==> src/rtl/mem_access_stage.sv <==
// mem_access_stage: MEM stage of a 5-stage RV32I pipeline.
// Issues load/store requests to the data cache with byte-lane masks and
// lane-replicated store data, stalls until the cache responds (or the optional
// watchdog expires), then presents a registered MEM/WB result.
//
// Ports:
//   clk, rst                 clock, asynchronous active-low reset
//   in_*                     EX/MEM register contents (valid, op, funct3, address/ALU, rs2, PC)
//   data_mem_*               data cache request/response channel
//   mem_stall                holds IF..EX/MEM for this cycle
//   wb_*                     registered MEM/WB result, misaligned and timeout flags
module mem_access_stage #(
  parameter int unsigned TIMEOUT = 0
) (
  input  logic        clk,
  input  logic        rst,
  input  logic        in_valid,
  input  logic        in_mem_read,
  input  logic        in_mem_write,
  input  logic [2:0]  in_funct3,
  input  logic [31:0] in_alu_out,
  input  logic [31:0] in_rs2,
  input  logic [31:0] in_pc,
  output logic [31:0] data_mem_address,
  output logic        data_mem_read,
  output logic        data_mem_write,
  output logic [31:0] data_mem_wdata,
  output logic [3:0]  data_mem_wmask,
  input  logic [31:0] data_mem_rdata,
  input  logic        data_mem_resp,
  output logic        mem_stall,
  output logic        wb_valid,
  output logic [31:0] wb_alu_out,
  output logic [31:0] wb_mdr,
  output logic [3:0]  wb_rmask,
  output logic [31:0] wb_pc,
  output logic        wb_misaligned,
  output logic        wb_timeout
);

  localparam int unsigned CntW = (TIMEOUT > 1) ? $clog2(TIMEOUT) : 1;

  typedef enum logic [0:0] {StIdle, StBusy} state_e;

  state_e            state_q;
  logic [31:0]       addr_q, wdata_q, alu_q, pc_q;
  logic [3:0]        mask_q;
  logic              load_q;
  logic [CntW-1:0]   cnt_q;

  logic [1:0]  a;
  logic [3:0]  mask;
  logic [31:0] wdata;
  logic        misaligned;
  logic        is_mem;
  logic        accept;
  logic        to_hit;
  logic        busy;

  // funct3[2] (unsigned) only matters to WB's extension.
  logic unused_funct3;
  assign unused_funct3 = in_funct3[2];

  assign a = in_alu_out[1:0];

  always_comb begin
    mask       = 4'b1111;
    wdata      = in_rs2;
    misaligned = 1'b0;
    unique case (in_funct3[1:0])
      2'b00: begin
        mask  = 4'b0001 << a;
        wdata = {4{in_rs2[7:0]}};
      end
      2'b01: begin
        mask       = 4'b0011 << a;
        wdata      = {2{in_rs2[15:0]}};
        misaligned = a[0];
      end
      default: begin
        mask       = 4'b1111;
        wdata      = in_rs2;
        misaligned = (a != 2'b00);
      end
    endcase
  end

  assign is_mem = in_mem_read | in_mem_write;
  assign busy   = (state_q == StBusy);
  assign accept = (state_q == StIdle) & in_valid & is_mem & ~misaligned;
  // Last permitted BUSY cycle; a resp in the same cycle takes priority.
  assign to_hit = (TIMEOUT != 0) && (32'(cnt_q) == TIMEOUT - 32'd1);

  // The instruction retires on resp or timeout, so the pipeline may advance then.
  assign mem_stall = rst & (busy ? ~(data_mem_resp | to_hit) : accept);

  assign data_mem_address = busy ? addr_q : 32'h0;
  assign data_mem_read    = busy & load_q;
  assign data_mem_write   = busy & ~load_q;
  assign data_mem_wdata   = data_mem_write ? wdata_q : 32'h0;
  assign data_mem_wmask   = data_mem_write ? mask_q : 4'h0;

  always_ff @(posedge clk or negedge rst) begin
    if (!rst) begin
      state_q       <= StIdle;
      addr_q        <= 32'h0;
      wdata_q       <= 32'h0;
      alu_q         <= 32'h0;
      pc_q          <= 32'h0;
      mask_q        <= 4'h0;
      load_q        <= 1'b0;
      cnt_q         <= '0;
      wb_valid      <= 1'b0;
      wb_alu_out    <= 32'h0;
      wb_mdr        <= 32'h0;
      wb_rmask      <= 4'h0;
      wb_pc         <= 32'h0;
      wb_misaligned <= 1'b0;
      wb_timeout    <= 1'b0;
    end else begin
      wb_valid <= 1'b0;
      unique case (state_q)
        StIdle: begin
          if (accept) begin
            addr_q  <= {in_alu_out[31:2], 2'b00};
            wdata_q <= wdata;
            mask_q  <= mask;
            load_q  <= in_mem_read;  // read+write together behaves as a load
            alu_q   <= in_alu_out;
            pc_q    <= in_pc;
            cnt_q   <= '0;
            state_q <= StBusy;
          end else if (in_valid) begin
            wb_valid      <= 1'b1;
            wb_alu_out    <= in_alu_out;
            wb_pc         <= in_pc;
            wb_mdr        <= 32'h0;
            wb_rmask      <= 4'h0;
            wb_misaligned <= is_mem;  // only reached by a mem op when misaligned
            wb_timeout    <= 1'b0;
          end
        end
        StBusy: begin
          if (data_mem_resp || to_hit) begin
            wb_valid      <= 1'b1;
            wb_alu_out    <= alu_q;
            wb_pc         <= pc_q;
            wb_mdr        <= (data_mem_resp && load_q) ? data_mem_rdata : 32'h0;
            wb_rmask      <= (data_mem_resp && load_q) ? mask_q : 4'h0;
            wb_misaligned <= 1'b0;
            wb_timeout    <= ~data_mem_resp;
            state_q       <= StIdle;
          end else begin
            cnt_q <= cnt_q + CntW'(1);
          end
        end
        default: state_q <= StIdle;
      endcase
    end
  end

  a_no_rw_both: assert property (@(posedge clk) disable iff (!rst)
                                 !(in_valid && in_mem_read && in_mem_write))
    else $fatal(1, "mem_access_stage: load and store asserted together");

endmodule

==> config.mk <==
export PLATFORM = sky130hd
export DESIGN_NAME = mem_access_stage
export DESIGN_NICKNAME = d
export VERILOG_FILES = /design/src/rtl/mem_access_stage.sv
export SDC_FILE = /design/constraint.sdc
export NUM_CORES = 1
export LEC_CHECK = 0
export CAP_MARGIN = 5
export CORE_ASPECT_RATIO = 0.5
export CORE_MARGIN = 2
export CORE_UTILIZATION = 40
export DETAILED_ROUTE_END_ITERATION = 8
export PLACE_DENSITY = 0.68
export SYNTH_ARGS = -nofsm -noshare
export SYNTH_HDL_FRONTEND = slang
export SYNTH_SLANG_ARGS = --single-unit
==> constraint.sdc <==
create_clock -name clk -period 2.3 [get_ports clk]
set_input_delay 0.46 -clock clk [delete_from_list [all_inputs] [get_ports clk]]
set_output_delay 0.46 -clock clk [all_outputs]
set_load 0.02 [all_outputs]
==> run_results.csv <==
group,metric,value,unit
synth,synth.largest_area_cell,"dfrtp_1",
sta,setup_viol,2,
synth,syn_area,9230,um^2
clock_network,numClockSinks,205,
synth,ys_warn_count,0,
detailed_routing,dr.pass1.iters,4,
clock_network,clk_path_buf_depth,3,
placed_design,place_hpwl,16500,um
placed_design,gp_congestion,0.766,
sta,layout_min_cycle_time,2.33,ns
global_route,grt_max_degree,163,
sta,max_freq,430,MHz
layout,fin_util,0.591,
synth,ys_seq_area_frac,0.556,
setup_path,worst_setup_path_start_kind,"flip-flop",
placed_design,io_buffers,307,
global_route,grt_pass1_wl,39400,um
die,die_h,111,um
detailed_routing,drt_wl_total,24800,um
layout,finalNonFillerCells,1305,
sta,finalWorstSetupSlack,-0.0261,ns
sta,finalCritPeriodShare,1.01,
die,coreArea,22700,um^2
setup_path,cp_max_fo,5,
die,io_pins,311,
sta,hold_viol_final,0,
status,outcome,"finished, violations left",
job,maxCapViolations,0,
detailed_routing,wl_per_cell,19.0,um
global_route,grt_pass1_vias,6949,
clock_network,cts_made_buffers,20,
synth,syn_inst,661,
sta,skew,0.0156,ns
detailed_routing,ant_nets,0,
sta,drv_slew,0,
setup_path,crit_type,"reg2out",
layout,seqCellArea,5130,um^2
global_route,antenna_found_initial,2,
synth,synth_top_area_frac,0.556,
power_and_ir_drop,total_power,12.2,mW
placed_design,placedCellCount,1260,
clock_network,clk_latency,0.51,ns
status,violations,"setup timing",
setup_path,cp-end-kind,"output pin",
power_and_ir_drop,ir_drop,0.000427,V
synth,synthTopCellsByArea,"dfrtp_1, mux2_2, and2_1",
power_and_ir_drop,power_density,906,nW/um^2
detailed_routing,viasPerCell,4.95,
sta,max_slew_margin,0.403,
layout,nets,1120,
layout,multi_input_area,3920,um^2
clock_network,clkTransAtPathRegs,0.07,ns
global_route,grtUsageTotal,0.205,
layout,area_growth,45.6,%
synth,async_reset_ff_frac,1.00,
synth,synth_edf_count,0,
die,dieArea,24400,um^2
layout,nFillCells,1916,
clock_network,cts_tree,"built",
setup_path,required,1.84,ns
sta,rsz0062_at_grt,"yes",
clock_network,h-tree-depth,1,
setup_path,cp.arrival,1.87,ns
synth,synth.most_common_cell,"mux2_2",
detailed_routing,drt_iter0_drc,292,
clock_network,cts-root-buf,"clkbuf_16",
synth,synthFlopType,"dfrtp_1",
detailed_routing,drcViolationCount,0,
min_path,holdCritPathClass,"in2async",
die,initial_core_util,0.406,
synth,synth_cell_types,35,
power_and_ir_drop,p_leak,5.81,nW
die,rows,39,
synth,ys_top_cells_by_count,"mux2_2, dfrtp_1, and2_1",
synth,synth.avg_cell_area,14.0,um^2
detailed_routing,vias,6460,
layout,layout-drive-gt1-share,0.393,
die,die_w,219,um
global_route,grt_overflow,0,
sta,worst_pin_slew,0.895,ns
synth,synth-seq-cells,205,
setup_path,r2r_cells,9,
-- critical path: stages, from the launching register on --
cell	delay, ns
dfrtp_4	0.49
buf_6	0.13
nor2b_4	0.12
buf_6	0.13
buf_6	0.12
buf_6	0.11
and2_4	0.13
buf_6	0.13
-- layout make-up --
type                    count  share of cell area
multi-input cells         404               0.291
well taps                 307              0.0286
diodes                      2            0.000372
repair buffers            348               0.250
clock inverters            10             0.00689
clock buffers              25              0.0401
inverters                   4             0.00112
flip-flops and latches    205               0.382
-- timing repair --
item                                    CTS  global route
endpoints found under the setup margin   69            27
gates cloned                              4             0
resized for setup                       296            45
hold buffers                              0             0
setup buffers                             4             1
pin swaps                                 2             3
-- state kept, by name, summed over array words and instances (netlist names) --
signal         count
mask_q             4
pc_q              32
wb_alu_out        32
wb_valid           1
wb_pc             32
wdata_q           32
wb_rmask           4
alu_q             32
wb_misaligned      1
wb_timeout         1
wb_mdr            32
busy               1
load_q             1
-- cells in the final DEF, fill, tap and decap left out, types with 2 or more instances in the layout --
cell type,Yosys,routed
clkdlybuf4s50_1,0,237
or2_2,2,2
mux2_2,230,230
clkbuf_16,0,20
inv_1,4,3
a22o_1,36,36
conb_1,1,2
buf_2,23,38
diode_2,0,2
clkinv_2,0,6
and2_4,1,11
nor2b_1,4,3
clkbuf_8,0,3
o21ai_0,9,9
buf_6,0,30
clkbuf_2,0,6
mux2i_1,8,8
buf_12,0,6
buf_16,0,2
o21a_1,2,2
clkbuf_1,22,3
nand2_1,9,9
nor2_1,4,4
o32ai_1,2,2
mux2_1,12,12
and2_1,68,58
buf_4,3,26
dfrtp_1,205,204
-- metal layers --
metal | GRT usage | wire, um | vias up
li1 | - | - | 2995
met1 | 0.260 | 10600 | 3306
met2 | 0.353 | 12600 | 109
met3 | 0.0388 | 892 | 50
met4 | 0.0676 | 820 | 0
met5 | 0 | 0 | -
-- where the power goes --
part / internal, mW / switching [mW] / leakage [nW]
clock: 1.79 / 1.44 / 0.313
combinational: 2.18 / 1.76 / 3.00
sequential: 4.52 / 0.487 / 2.49
total: 8.48 / 3.69 / 5.81
-- metrics by stage --
| stage | area [um^2] | hold WS [ns] | setup WS [ns] | TNS (ns) |
|---|---|---|---|---|
| after floorplan | 9240 | 0.164 | 0.0753 | 0 |
| after global placement | 12800 | 0.462 | -0.373 | -14.63 |
| after detailed placement | 12800 | 0.467 | -0.384 | -18.86 |
| after CTS | 13400 | 0.0868 | -0.126 | -0.242 |
| after global routing | 13400 | 0.117 | -0.0758 | -0.168 |
| final | 13400 | 0.0910 | -0.0261 | -0.0466 |
-- path summary, 6_finish.rpt --
path	startpoint	end	slack [ns]
setup reg to reg	busy	wb_alu_out[18]	0.09
max in group asynchronous	rst	busy	1.45
min in group clk	wdata_q[25]	wdata_q[25]	0.48
hold reg to reg	wdata_q[25]	wdata_q[25]	0.48
hold / removal	rst	pc_q[5]	0.09
setup / recovery	busy	data_mem_wdata[1]	-0.03
-- logic make-up after synthesis --
group	share of synthesized area
mux	0.304
other cells	0.000406
simple gates	0.0625
buf+inv	0.0259
flops	0.556
compound gates	0.0499
xor+xnor	0.00190
(Power assumes the default switching activity.)
